### config.mk
export PLATFORM = sky130hd
export DESIGN_NAME = i2c_txn_arbiter
export DESIGN_NICKNAME = d
export VERILOG_FILES = /design/src/rtl/i2c_txn_arbiter.sv
export SDC_FILE = /design/constraint.sdc
export NUM_CORES = 1
export LEC_CHECK = 0
export CAP_MARGIN = 20
export CORE_MARGIN = 8
export CORE_UTILIZATION = 42
export CTS_BUF_LIST = sky130_fd_sc_hd__clkbuf_4
export CTS_CLUSTER_SIZE = 28
export DETAILED_ROUTE_END_ITERATION = 7
export HOLD_SLACK_MARGIN = 0.02
export PLACE_DENSITY = 0.93
export SLEW_MARGIN = 20
export SYNTH_ARGS = -nofsm -noshare
export SYNTH_HDL_FRONTEND = slang
export SYNTH_SLANG_ARGS = --single-unit
export TNS_END_PERCENT = 50
### constraint.sdc
create_clock -name clk -period 2.3 [get_ports clk]
set_clock_uncertainty 0.05 [all_clocks]
set_input_delay 0.575 -clock clk [delete_from_list [all_inputs] [get_ports clk]]
set_output_delay 0.575 -clock clk [all_outputs]
set_load 0.02 [all_outputs]
### src/rtl/i2c_txn_arbiter.sv
// i2c_txn_arbiter
//   Round-robin arbiter that shares one I2C master between Num_req local
//   requesters. One request is accepted at a time, launched on the master
//   with a single start pulse, and completed either by the master's done
//   pulse or by a timeout. A one-cycle response goes back to the owner.
//
// Ports
//   clk, rst          : clock (rising edge), asynchronous active-low reset
//   req_valid         : per-requester request pending (held until accepted)
//   req_rd_wr         : per-requester direction, 1 = read, 0 = write
//   req_addr          : packed slave addresses, requester i at [i*Address +: Address]
//   req_wdata         : packed write data, requester i at [i*Data_width +: Data_width]
//   req_ready         : one-hot combinational accept strobe (IDLE only)
//   rsp_valid         : one-hot one-cycle response strobe to the owner
//   rsp_rdata         : read data (0 for writes and timeouts), valid with rsp_valid
//   rsp_timeout       : transaction ended by timeout, valid with rsp_valid
//   m_start           : one-cycle start pulse to the I2C master
//   m_rd_wr, m_addr,
//   m_wdata           : captured transaction fields to the master
//   m_rdata, m_done   : master read data and completion pulse
//   busy              : registered, high whenever the arbiter is not idle
//   grant_id          : index of the current or most recent owner
module i2c_txn_arbiter #(
  parameter int Data_width = 8,
  parameter int Address    = 7,
  parameter int Num_req    = 4,
  parameter int Timeout    = 1024
) (
  input  logic                          clk,
  input  logic                          rst,
  input  logic [Num_req-1:0]            req_valid,
  input  logic [Num_req-1:0]            req_rd_wr,
  input  logic [Num_req*Address-1:0]    req_addr,
  input  logic [Num_req*Data_width-1:0] req_wdata,
  output logic [Num_req-1:0]            req_ready,
  output logic [Num_req-1:0]            rsp_valid,
  output logic [Data_width-1:0]         rsp_rdata,
  output logic                          rsp_timeout,
  output logic                          m_start,
  output logic                          m_rd_wr,
  output logic [Address-1:0]            m_addr,
  output logic [Data_width-1:0]         m_wdata,
  input  logic [Data_width-1:0]         m_rdata,
  input  logic                          m_done,
  output logic                          busy,
  output logic [$clog2(Num_req)-1:0]    grant_id
);

  localparam int IW = $clog2(Num_req);
  localparam int CW = $clog2(Timeout);
  localparam logic [CW-1:0] CNT_LAST = CW'(Timeout - 1);

  localparam logic [1:0] S_IDLE   = 2'd0;
  localparam logic [1:0] S_LAUNCH = 2'd1;
  localparam logic [1:0] S_WAIT   = 2'd2;
  localparam logic [1:0] S_RESP   = 2'd3;

  logic [1:0]    state;
  logic [IW-1:0] rr_ptr;
  logic [CW-1:0] cnt;

  logic          found;
  logic [IW-1:0] sel;
  logic [IW:0]   cand;

  logic [Address-1:0]    addr_arr  [Num_req];
  logic [Data_width-1:0] wdata_arr [Num_req];

  for (genvar gi = 0; gi < Num_req; gi++) begin : g_unpack
    assign addr_arr[gi]  = req_addr[gi*Address +: Address];
    assign wdata_arr[gi] = req_wdata[gi*Data_width +: Data_width];
  end

  // Search starts at rr_ptr and wraps; cand is one bit wider so the sum
  // never overflows before the modulo correction.
  always_comb begin
    found = 1'b0;
    sel   = '0;
    cand  = '0;
    for (int unsigned i = 0; i < Num_req; i++) begin
      cand = {1'b0, rr_ptr} + (IW+1)'(i);
      if (cand >= (IW+1)'(Num_req)) begin
        cand = cand - (IW+1)'(Num_req);
      end
      if (!found && req_valid[cand[IW-1:0]]) begin
        found = 1'b1;
        sel   = cand[IW-1:0];
      end
    end
  end

  // Gated by rst so no accept is signalled while reset is held.
  always_comb begin
    req_ready = '0;
    if (rst && (state == S_IDLE) && found) begin
      req_ready[sel] = 1'b1;
    end
  end

  always_ff @(posedge clk or negedge rst) begin
    if (!rst) begin
      state       <= S_IDLE;
      rr_ptr      <= '0;
      grant_id    <= '0;
      cnt         <= '0;
      m_start     <= 1'b0;
      m_rd_wr     <= 1'b0;
      m_addr      <= '0;
      m_wdata     <= '0;
      rsp_valid   <= '0;
      rsp_rdata   <= '0;
      rsp_timeout <= 1'b0;
      busy        <= 1'b0;
    end else begin
      m_start   <= 1'b0;
      rsp_valid <= '0;
      case (state)
        S_IDLE: begin
          if (found) begin
            state    <= S_LAUNCH;
            m_start  <= 1'b1;
            busy     <= 1'b1;
            grant_id <= sel;
            rr_ptr   <= (sel == IW'(Num_req - 1)) ? '0 : sel + 1'b1;
            m_rd_wr  <= req_rd_wr[sel];
            m_addr   <= addr_arr[sel];
            m_wdata  <= wdata_arr[sel];
          end
        end
        S_LAUNCH: begin
          cnt   <= '0;
          state <= S_WAIT;
        end
        S_WAIT: begin
          cnt <= cnt + 1'b1;
          // Completion takes priority over a timeout landing in the same cycle.
          if (m_done) begin
            rsp_rdata   <= m_rd_wr ? m_rdata : '0;
            rsp_timeout <= 1'b0;
            rsp_valid   <= Num_req'(1) << grant_id;
            state       <= S_RESP;
          end else if (cnt == CNT_LAST) begin
            rsp_rdata   <= '0;
            rsp_timeout <= 1'b1;
            rsp_valid   <= Num_req'(1) << grant_id;
            state       <= S_RESP;
          end
        end
        S_RESP: begin
          busy  <= 1'b0;
          state <= S_IDLE;
        end
        default: begin
          busy  <= 1'b0;
          state <= S_IDLE;
        end
      endcase
    end
  end

endmodule

==> results of run 1 <==
==> kinds of logic (layout without fill, tap and decap cells) <==
kind of cell,after synthesis,in the layout
muxes,34,34
buffers and inverters,23,158
DFF,47,47
adders and majority gates,5,5
AOI/OAI and AO/OA,52,52
and+or+nand+nor,76,76
xor gates and xnor gates,2,2
==> cell usage after synthesis (5+ instances only) <==
master | number | area, um^2
nor2_1 | 10 | 37.5
inv_1 | 11 | 41.3
a21oi_1 | 6 | 30.0
o221ai_1 | 16 | 140
mux2i_1 | 33 | 330
dfrtp_1 | 47 | 1180
buf_2 | 5 | 25.0
nand2_1 | 34 | 128
nor3_1 | 6 | 30.0
o21ai_0 | 9 | 45.0
ha_1 | 5 | 62.6
nand3_1 | 9 | 45.0
and3_1 | 5 | 31.3
a22o_1 | 8 | 70.1
==> state kept, by name, summed over array words and instances, names as in the netlist <==
name,count
m_start,1
m_addr,7
m_rd_wr,1
busy,1
rsp_timeout,1
rsp_rdata,8
m_wdata,8
cnt,10
rr_ptr,2
state,2
rsp_valid,4
grant_id,2
==> worst max path at each step <==
stage	slack (ns)	from	depth (start not counted)	to
floorplan	-0.04	req_valid[2]	5	req_ready[1]
global placement	-0.76	req_valid[1]	6	req_ready[1]
detailed placement	-0.87	req_valid[1]	6	req_ready[1]
CTS	-0.005	rr_ptr[0]	5	req_ready[1]
global route	-0.13	rr_ptr[0]	5	req_ready[0]
finish	-0.06	req_valid[1]	6	req_ready[0]
==> where the power goes <==
part / switching, uW / total (uW) / internal, uW
Sequential: 216 / 1350 / 1130
Combinational: 1380 / 2700 / 1320
Clock: 270 / 502 / 232
==> final cells by class <==
class	count	area [um^2]	area share [%]
clock buffer	5	37.5	0.936
clock inverter	3	46.3	1.15
inverter	11	41.3	1.03
multi-input combinational	169	1280	32.0
sequential	47	1180	29.4
tap	75	93.8	2.34
timing repair buffer	139	1330	33.2
==> timing repair <==
| action | CTS | global route |
|---|---|---|
| setup buffers | 5 | 4 |
| pin swaps | 5 | 4 |
| resized for setup | 45 | 16 |
| gates cloned | 0 | 0 |
| setup endpoints to repair | 4 | 4 |
==> metrics by stage <==
step | std cells | TNS (ns) | setup WS (ns) | util (%) | hold slack (ns)
after floorplan | 239 | -0.0850 | -0.0425 | - | 0.229
after global placement | 432 | -5.80 | -0.764 | 65.1 | 0.420
after detailed placement | 432 | -8.90 | -0.866 | 65.1 | 0.433
after CTS | 445 | -0.00457 | -0.00457 | 67.9 | 0.309
after global routing | 449 | -0.401 | -0.133 | 69.4 | 0.353
final | 449 | -0.0976 | -0.0572 | 69.4 | 0.317
==> placed cells by master, fill, tap and decap left out, drive strengths merged, types with 3 or more instances in the layout <==
master         synthesis  final
nand2                 35     35
buf                    8     31
nor2                  10     10
o221ai                16     16
o21ai                  9      9
clkdlybuf4s50          0    106
nor3                   6      6
clkbuf                 4      5
and3                   5      5
ha                     5      5
inv                   11     12
nand2b                 3      3
nor3b                  3      3
mux2i                 33     33
a21oi                  6      6
dfrtp                 47     47
nand3                  9      9
a22o                   8      8
o22ai                  3      3
==> layer usage <==
metal / GRT usage [%] / share of wire (%) / vias up
met5: 0 / 0 / -
met1: 20.8 / 40 / 1140
li1: - / - / 1147
met2: 29.0 / 47 / 121
met4: 7.11 / 3.0 / 0
met3: 8.58 / 10 / 20
==> results.toml, run 1 <==
[run_status]
status = "finished with violations"
failed_checks = "negative setup slack"

[cts]
cts_tree = "done"
insertion_delay_ns = 0.36
max-clock-path-buffers = 2
clk_pin_slew_ns = 0.14
h-tree-depth = 2
root_buffer = "clkbuf_4"
cts_hold_buf = 0
cts_made_buffers = 5
cts_sinks = 47

[power_and_ir_drop]
p_total_uw = 4550
p_leak_uw = 0.00181
power_density_nw_per_um2 = 1130
ir_drop_mv = 0.686

[worst_setup_path]
crit_buf_inv = 2
crit_type = "in -> out"
cp_data_required_time_ns = 1.67
cp_cell_sequence = "buf_2 > nand2b_4 > a21oi_2 > o32a_1 > nor3b_4 > buf_6"
critPathCaptureType = "output pin"
worst_ep_arrival_time_ns = 1.73
critPathLaunchType = "primary input"
crit_fanout = 3
r2r_setup_slack_ns = 0.11
max_stage_delay_ns = 0.43
cp_top_family = "compound AO/OA/AOI/OAI gates"
rr_startpoint = "rr_ptr[0]"
rr_worst_depth = 7
rr_endpoint = "m_addr[6]"
cp_slowest_cell = "o32a_1"

[logic_synthesis]
muxShareOfSynthArea_pct = 13.9
yosys_register_bits = 47
synthCells = 239
yosysUniqueCellTypes = 35
synth_compound_area_share_pct = 16.3
synth_edf_count = 0
synth_area_um2 = 2450
ys_seq_area_share_pct = 47.9
synth_ff_type = "dfrtp_1"
ys_async_sr_fraction_pct = 100
synthSimpleGateAreaFrac_pct = 14.3
synth_top_family_by_area = "compound AO/OA/AOI/OAI gates"
syn-num-nets = 323
syn_area_per_cell_um2 = 10.3
synthAdderAreaFrac_pct = 2.55
synthXorXnorAreaFrac_pct = 0.714
yosys_warnings = 0

[timing]
tightestPinTransition_ns = 0.564
slew_headroom_pct = 62.4
finalSetupViolCount = 3
period_needed_ns = 2.36
fmax_ghz = 0.424
min_period_over_period_pct = 102
finalHoldViolations = 0
rsz0062_at_grt = "true"
report.final.slew_viol_count = 0
worst_slack_ns = -0.0572

[final_layout]
fillers = 439
syn_to_final_growth_pct = 63.3
layout-drive-gt1-share_pct = 16.8
nets = 457
n_antenna_cell = 0
design_area_um2 = 4010

[global_route]
antenna_found_initial = 0
grt_pass1_vias = 2597
grt_overflow_total = 0
grt_max_degree = 48
track_usage_pct = 18.2
grt_pass1_wl_um = 12600

[route]
first_pass_iters = 4
wire_per_inst_um = 17.6
vias = 2428
vias_per_cell = 5.41
route.detailed.drc = 0
drt-total-wl_um = 7890
drtIter0Drc = 126
ant_nets = 0

[placed_design]
io_buffers = 115
postPlaceCellArea_um2 = 3760
detailed_place_hpwl_um = 5880
gp_congestion = 0.860

[floorplanning]
die_w_um = 92.5
core-area_um2 = 5780
io_pins = 116
num_rows = 28
start_util_pct = 42.5
fp.dieArea_um2 = 8550
die_h_um = 92.5

[min_path]
hold_path_class = "in -> async"

[job]
cap_viol_max_count = 0
No activity file was read; power rests on OpenSTA's default activity.
==> run 2: changes to the inputs <==
--- a/config.mk
+++ b/config.mk
@@ -13,6 +13,7 @@
 export DETAILED_ROUTE_END_ITERATION = 7
 export HOLD_SLACK_MARGIN = 0.02
 export PLACE_DENSITY = 0.93
+export SKIP_LAST_GASP = 1
 export SLEW_MARGIN = 20
 export SYNTH_ARGS = -nofsm -noshare
 export SYNTH_HDL_FRONTEND = slang
==> results.toml, run 2 (synthesis gave the netlist of run 1 again) <==
[global_route]
grt_max_degree = 48
track_usage_pct = 18.2
grt_pass1_vias = 2597
antenna_found_initial = 0
grt_pass1_wl_um = 12600
grt_overflow_total = 0

[cts]
cts_sinks = 47
cts_hold_buf = 0
max-clock-path-buffers = 2
root_buffer = "clkbuf_4"
cts_made_buffers = 5
insertion_delay_ns = 0.36
h-tree-depth = 2
cts_tree = "done"
clk_pin_slew_ns = 0.14

[route]
vias_per_cell = 5.40
ant_nets = 0
drtIter0Drc = 120
wire_per_inst_um = 17.5
route.detailed.drc = 0
drt-total-wl_um = 7870
first_pass_iters = 4
vias = 2423

[worst_setup_path]
rr_startpoint = "rr_ptr[0]"
cp_cell_sequence = "buf_4 > o22ai_2 > a211o_4 > nor3b_4 > buf_4"
cp_data_required_time_ns = 1.67
critPathCaptureType = "output pin"
max_stage_delay_ns = 0.42
critPathLaunchType = "flop"
worst_ep_arrival_time_ns = 1.74
crit_type = "reg -> out"
cp_top_family = "compound AO/OA/AOI/OAI gates"
cp_slowest_cell = "dfrtp_1"
crit_buf_inv = 2
crit_fanout = 5
rr_endpoint = "m_addr[6]"
cpMostUsedCell = "buf_4"
rr_worst_depth = 7
r2r_setup_slack_ns = 0.10

[final_layout]
multiInputGateArea_um2 = 1280
reg.largest.list = "cnt x10, m_wdata x8, rsp_rdata x8"
n_antenna_cell = 0
fillers = 436
final_cell_mix = "clkdlybuf4s50_1, dfrtp_1, mux2i_1"
design_area_um2 = 4010
nets = 457
layout-drive-gt1-share_pct = 16.8
largest_register_ff_count = 10
regMostFlops = "cnt"
final_common_cell = "clkdlybuf4s50_1"
seq_area_um2 = 1180
syn_to_final_growth_pct = 63.3

[power_and_ir_drop]
p_total_uw = 4540
p_leak_uw = 0.00181
ir_drop_mv = 0.699
power_density_nw_per_um2 = 1130

[floorplanning]
num_rows = 28
core-area_um2 = 5780
die_h_um = 92.5
io_pins = 116
start_util_pct = 42.5
fp.dieArea_um2 = 8550
die_w_um = 92.5

[timing]
min_period_over_period_pct = 103
slew_headroom_pct = 62.4
period_needed_ns = 2.37
rsz0062_at_grt = "true"
fmax_ghz = 0.422
finalHoldViolations = 0
report.final.slew_viol_count = 0
tightestPinTransition_ns = 0.565
worst_slack_ns = -0.0673
finalSetupViolCount = 4

[min_path]
hold_path_class = "in -> async"

[job]
cap_viol_max_count = 0

[placed_design]
gp_congestion = 0.860
postPlaceCellArea_um2 = 3760
detailed_place_hpwl_um = 5880
io_buffers = 115

[run_status]
failed_checks = "negative setup slack"
status = "finished with violations"
==> run 2: per-layer routing <==
| layer | share of wire, % | track usage [%] |
|---|---|---|
| met5 | 0 | 0 |
| met4 | 2.7 | 7.11 |
| met3 | 10 | 8.58 |
| met2 | 47 | 29.0 |
| met1 | 41 | 20.8 |
==> run 2: final cells by class <==
type                            instances  share of cell area (%)
Sequential cell                        47                    29.4
Multi-Input combinational cell        169                    32.0
Clock buffer                            5                   0.937
Inverter                               11                    1.03
Timing Repair Buffer                  139                    33.2
Clock inverter                          3                    1.16
Tap cell                               75                    2.34
==> run 2: power by group <==
group | internal (uW) | switching [uW] | total (uW)
Combinational | 1320 | 1370 | 2680
Sequential | 1130 | 221 | 1350
Clock | 232 | 269 | 502
==> run 2: how the worst max path moves through the flow <==
stage,cells after the start,slack [ns],endpoint,start
after CTS,5,-0.005,req_ready[1],rr_ptr[0]
final,5,-0.07,req_ready[2],rr_ptr[0]
after floorplan,5,-0.04,req_ready[1],req_valid[2]
after global routing,5,-0.14,req_ready[0],rr_ptr[0]
after global placement,6,-0.76,req_ready[1],req_valid[1]
after detailed placement,6,-0.87,req_ready[1],req_valid[1]
==> run 2: timing repair <==
item,in CTS,in global routing
pin swaps,5,4
setup endpoints to repair,4,4
gates resized for setup,45,13
buffers inserted,5,4
==> run 2: through the flow <==
step / hold WS (ns) / setup TNS, ns / utilization (%) / setup slack (ns) / instances
2_1_floorplan: 0.229 / -0.0850 / - / -0.0425 / 239
3_3_place_gp: 0.420 / -5.80 / 65.1 / -0.764 / 432
3_5_place_dp: 0.433 / -8.90 / 65.1 / -0.866 / 432
4_1_cts: 0.309 / -0.00457 / 67.9 / -0.00457 / 445
5_1_grt: 0.356 / -0.484 / 69.3 / -0.140 / 449
6_report: 0.323 / -0.160 / 69.3 / -0.0673 / 449
==> run 2: worst register-to-register path, cell delays in order, from the launching register on <==
cell      delay [ns]
dfrtp_1         0.44
buf_4           0.16
o22ai_2         0.19
a211o_4         0.20
buf_4           0.12
buf_4           0.44
mux2i_1         0.31
o221ai_1        0.17
==> run 3: changes to the inputs <==
--- a/config.mk
+++ b/config.mk
@@ -9,7 +9,6 @@
 export CORE_MARGIN = 8
 export CORE_UTILIZATION = 42
 export CTS_BUF_LIST = sky130_fd_sc_hd__clkbuf_4
-export CTS_CLUSTER_SIZE = 28
 export DETAILED_ROUTE_END_ITERATION = 7
 export HOLD_SLACK_MARGIN = 0.02
 export PLACE_DENSITY = 0.93
@@ -18,4 +17,4 @@
 export SYNTH_ARGS = -nofsm -noshare
 export SYNTH_HDL_FRONTEND = slang
 export SYNTH_SLANG_ARGS = --single-unit
-export TNS_END_PERCENT = 50
+export TNS_END_PERCENT = 10
==> results.toml, run 3 (synthesis gave the netlist of run 1 again) <==
[run_status]
status = "finished with violations"
failed_checks = "negative setup slack"

[cts]
max-clock-path-buffers = 2
cts_tree = "done"
cts_sinks = 47
clk_pin_slew_ns = 0.15
h-tree-depth = 2
root_buffer = "clkbuf_4"
cts_made_buffers = 5
insertion_delay_ns = 0.37

[placed_design]
gp_congestion = 0.838
io_buffers = 115
detailed_place_hpwl_um = 5800
pre_cts_ws_ns = -0.865

[route]
wire_per_inst_um = 16.8
route.detailed.drc = 0
vias = 2349
ant_nets = 0
drtIter0Drc = 143
vias_per_cell = 5.30
drt-total-wl_um = 7460
first_pass_iters = 4

[worst_setup_path]
critPathLaunchType = "primary input"
worst_ep_arrival_time_ns = 1.70
cp_data_required_time_ns = 1.67
crit_type = "in -> out"
critPathCaptureType = "output pin"
crit_fanout = 6

[power_and_ir_drop]
p_leak_uw = 0.00175
swShare_pct = 41.8
p_clk_share_pct = 9.8
seqPwrFrac_pct = 30.8
p_comb_share_pct = 59.4
power_density_nw_per_um2 = 1110
internal_power_uw = 2530
p_switching_uw = 1820
ir_drop_mv = 0.593

[final_layout]
syn_to_final_growth_pct = 59.5
regMostFlops = "cnt"
final_cell_mix = "clkdlybuf4s50_1, dfrtp_1, mux2i_1"
nets = 451
multiInputGateArea_um2 = 1250
seq_area_um2 = 1180
final_common_cell = "clkdlybuf4s50_1"
reg.largest.list = "cnt x10, m_wdata x8, rsp_rdata x8"
n_antenna_cell = 0
utilization_pct = 67.7
layout-drive-gt1-share_pct = 14.9
largest_register_ff_count = 10
fillers = 464

[timing]
report.final.slew_viol_count = 0
slew_headroom_pct = 61.6
rsz0062_at_grt = "true"
finalHoldViolations = 0
tightestPinTransition_ns = 0.577
period_needed_ns = 2.33
min_period_over_period_pct = 101
worst_slack_ns = -0.0278
finalSetupViolCount = 3
fmax_ghz = 0.430

[global_route]
gr-usage-met1_pct = 19.4
grt-busiest-layer = "met2"
grt_max_degree = 48
antenna_found_initial = 0
grt_overflow_total = 0
use_met2_pct = 28.7
track_usage_pct = 17.6
met3_usage_pct = 8.01
grt_pass1_wl_um = 12200
grt_pass1_vias = 2559

[floorplanning]
die_h_um = 92.5
start_util_pct = 42.5
num_rows = 28
fp.dieArea_um2 = 8550
io_pins = 116
die_w_um = 92.5
core-area_um2 = 5780

[job]
cap_viol_max_count = 0

[min_path]
hold_path_class = "in -> async"
==> run 3: changes by cell type in the layout (fill, tap and decap cells not counted), sizes merged <==
| cell | change |
|---|---|
| inv | +1 |
| bufinv | -1 |
| buf | -6 |
==> run 3: final timing paths <==
path	startpoint	to	slack, ns	cells past startpoint
max in group asynchronous	rst	m_wdata[3]	1.51	2
worst min-delay path	rst	cnt[8]	0.29	2
worst max register to register	rr_ptr[0]	m_addr[2]	0.27	6
worst min register to register	m_wdata[1]	m_wdata[1]	0.46	2
worst max-delay path	req_valid[1]	req_ready[2]	-0.03	6
min in group clk	m_wdata[1]	m_wdata[1]	0.46	2
==> run 3: critical path, stage by stage <==
cell and delay [ns]:
clkdlybuf4s15_1 0.22, nand2b_4 0.15, a21oi_1 0.07, a211o_2 0.34
nor3b_2 0.17, buf_4 0.17
==> run 3: layout make-up <==
class / instances / area share, %
inverter: 11 / 1.05
clock buffer: 5 / 0.959
clock inverter: 3 / 0.703
timing repair buffer: 133 / 32.9
tap: 75 / 2.40
multi-input combinational: 169 / 32.0
sequential: 47 / 30.0
==> run 3: metrics by stage <==
step | area [um^2] | TNS, ns | hold WS, ns | cells | total power, uW
global route | 3920 | -0.362 | 0.325 | 443 | 4640
global placement | 3770 | -5.90 | 0.419 | 434 | 3730
CTS | 3910 | -0.0177 | 0.305 | 443 | 4360
detailed placement | 3770 | -8.48 | 0.426 | 434 | 3820
floorplan | 2460 | -0.142 | 0.229 | 239 | 2730
finish | 3920 | -0.0425 | 0.285 | 443 | 4350
==> run 3: power groups by stage <==
stage               combinational (uW)  clock [uW]  sequential, uW
floorplan                         1110           0            1630
global placement                  2410           0            1320
detailed placement                2470           0            1350
CTS                               2590         434            1340
global route                      2800         469            1370
finish                            2580         425            1340
==> run 3: routing by layer <==
layer	wire length (um)	vias up
met5	0	-
met4	144	0
met3	788	14
met2	3470	108
met1	3050	1095
li1	-	1132
==> run 3: timing repair <==
action	CTS	global route
hold buffers	0	0
gates cloned	0	0
pin swaps	6	0
endpoints found under the setup margin	4	4
buffers inserted	1	0
resized for setup	54	1
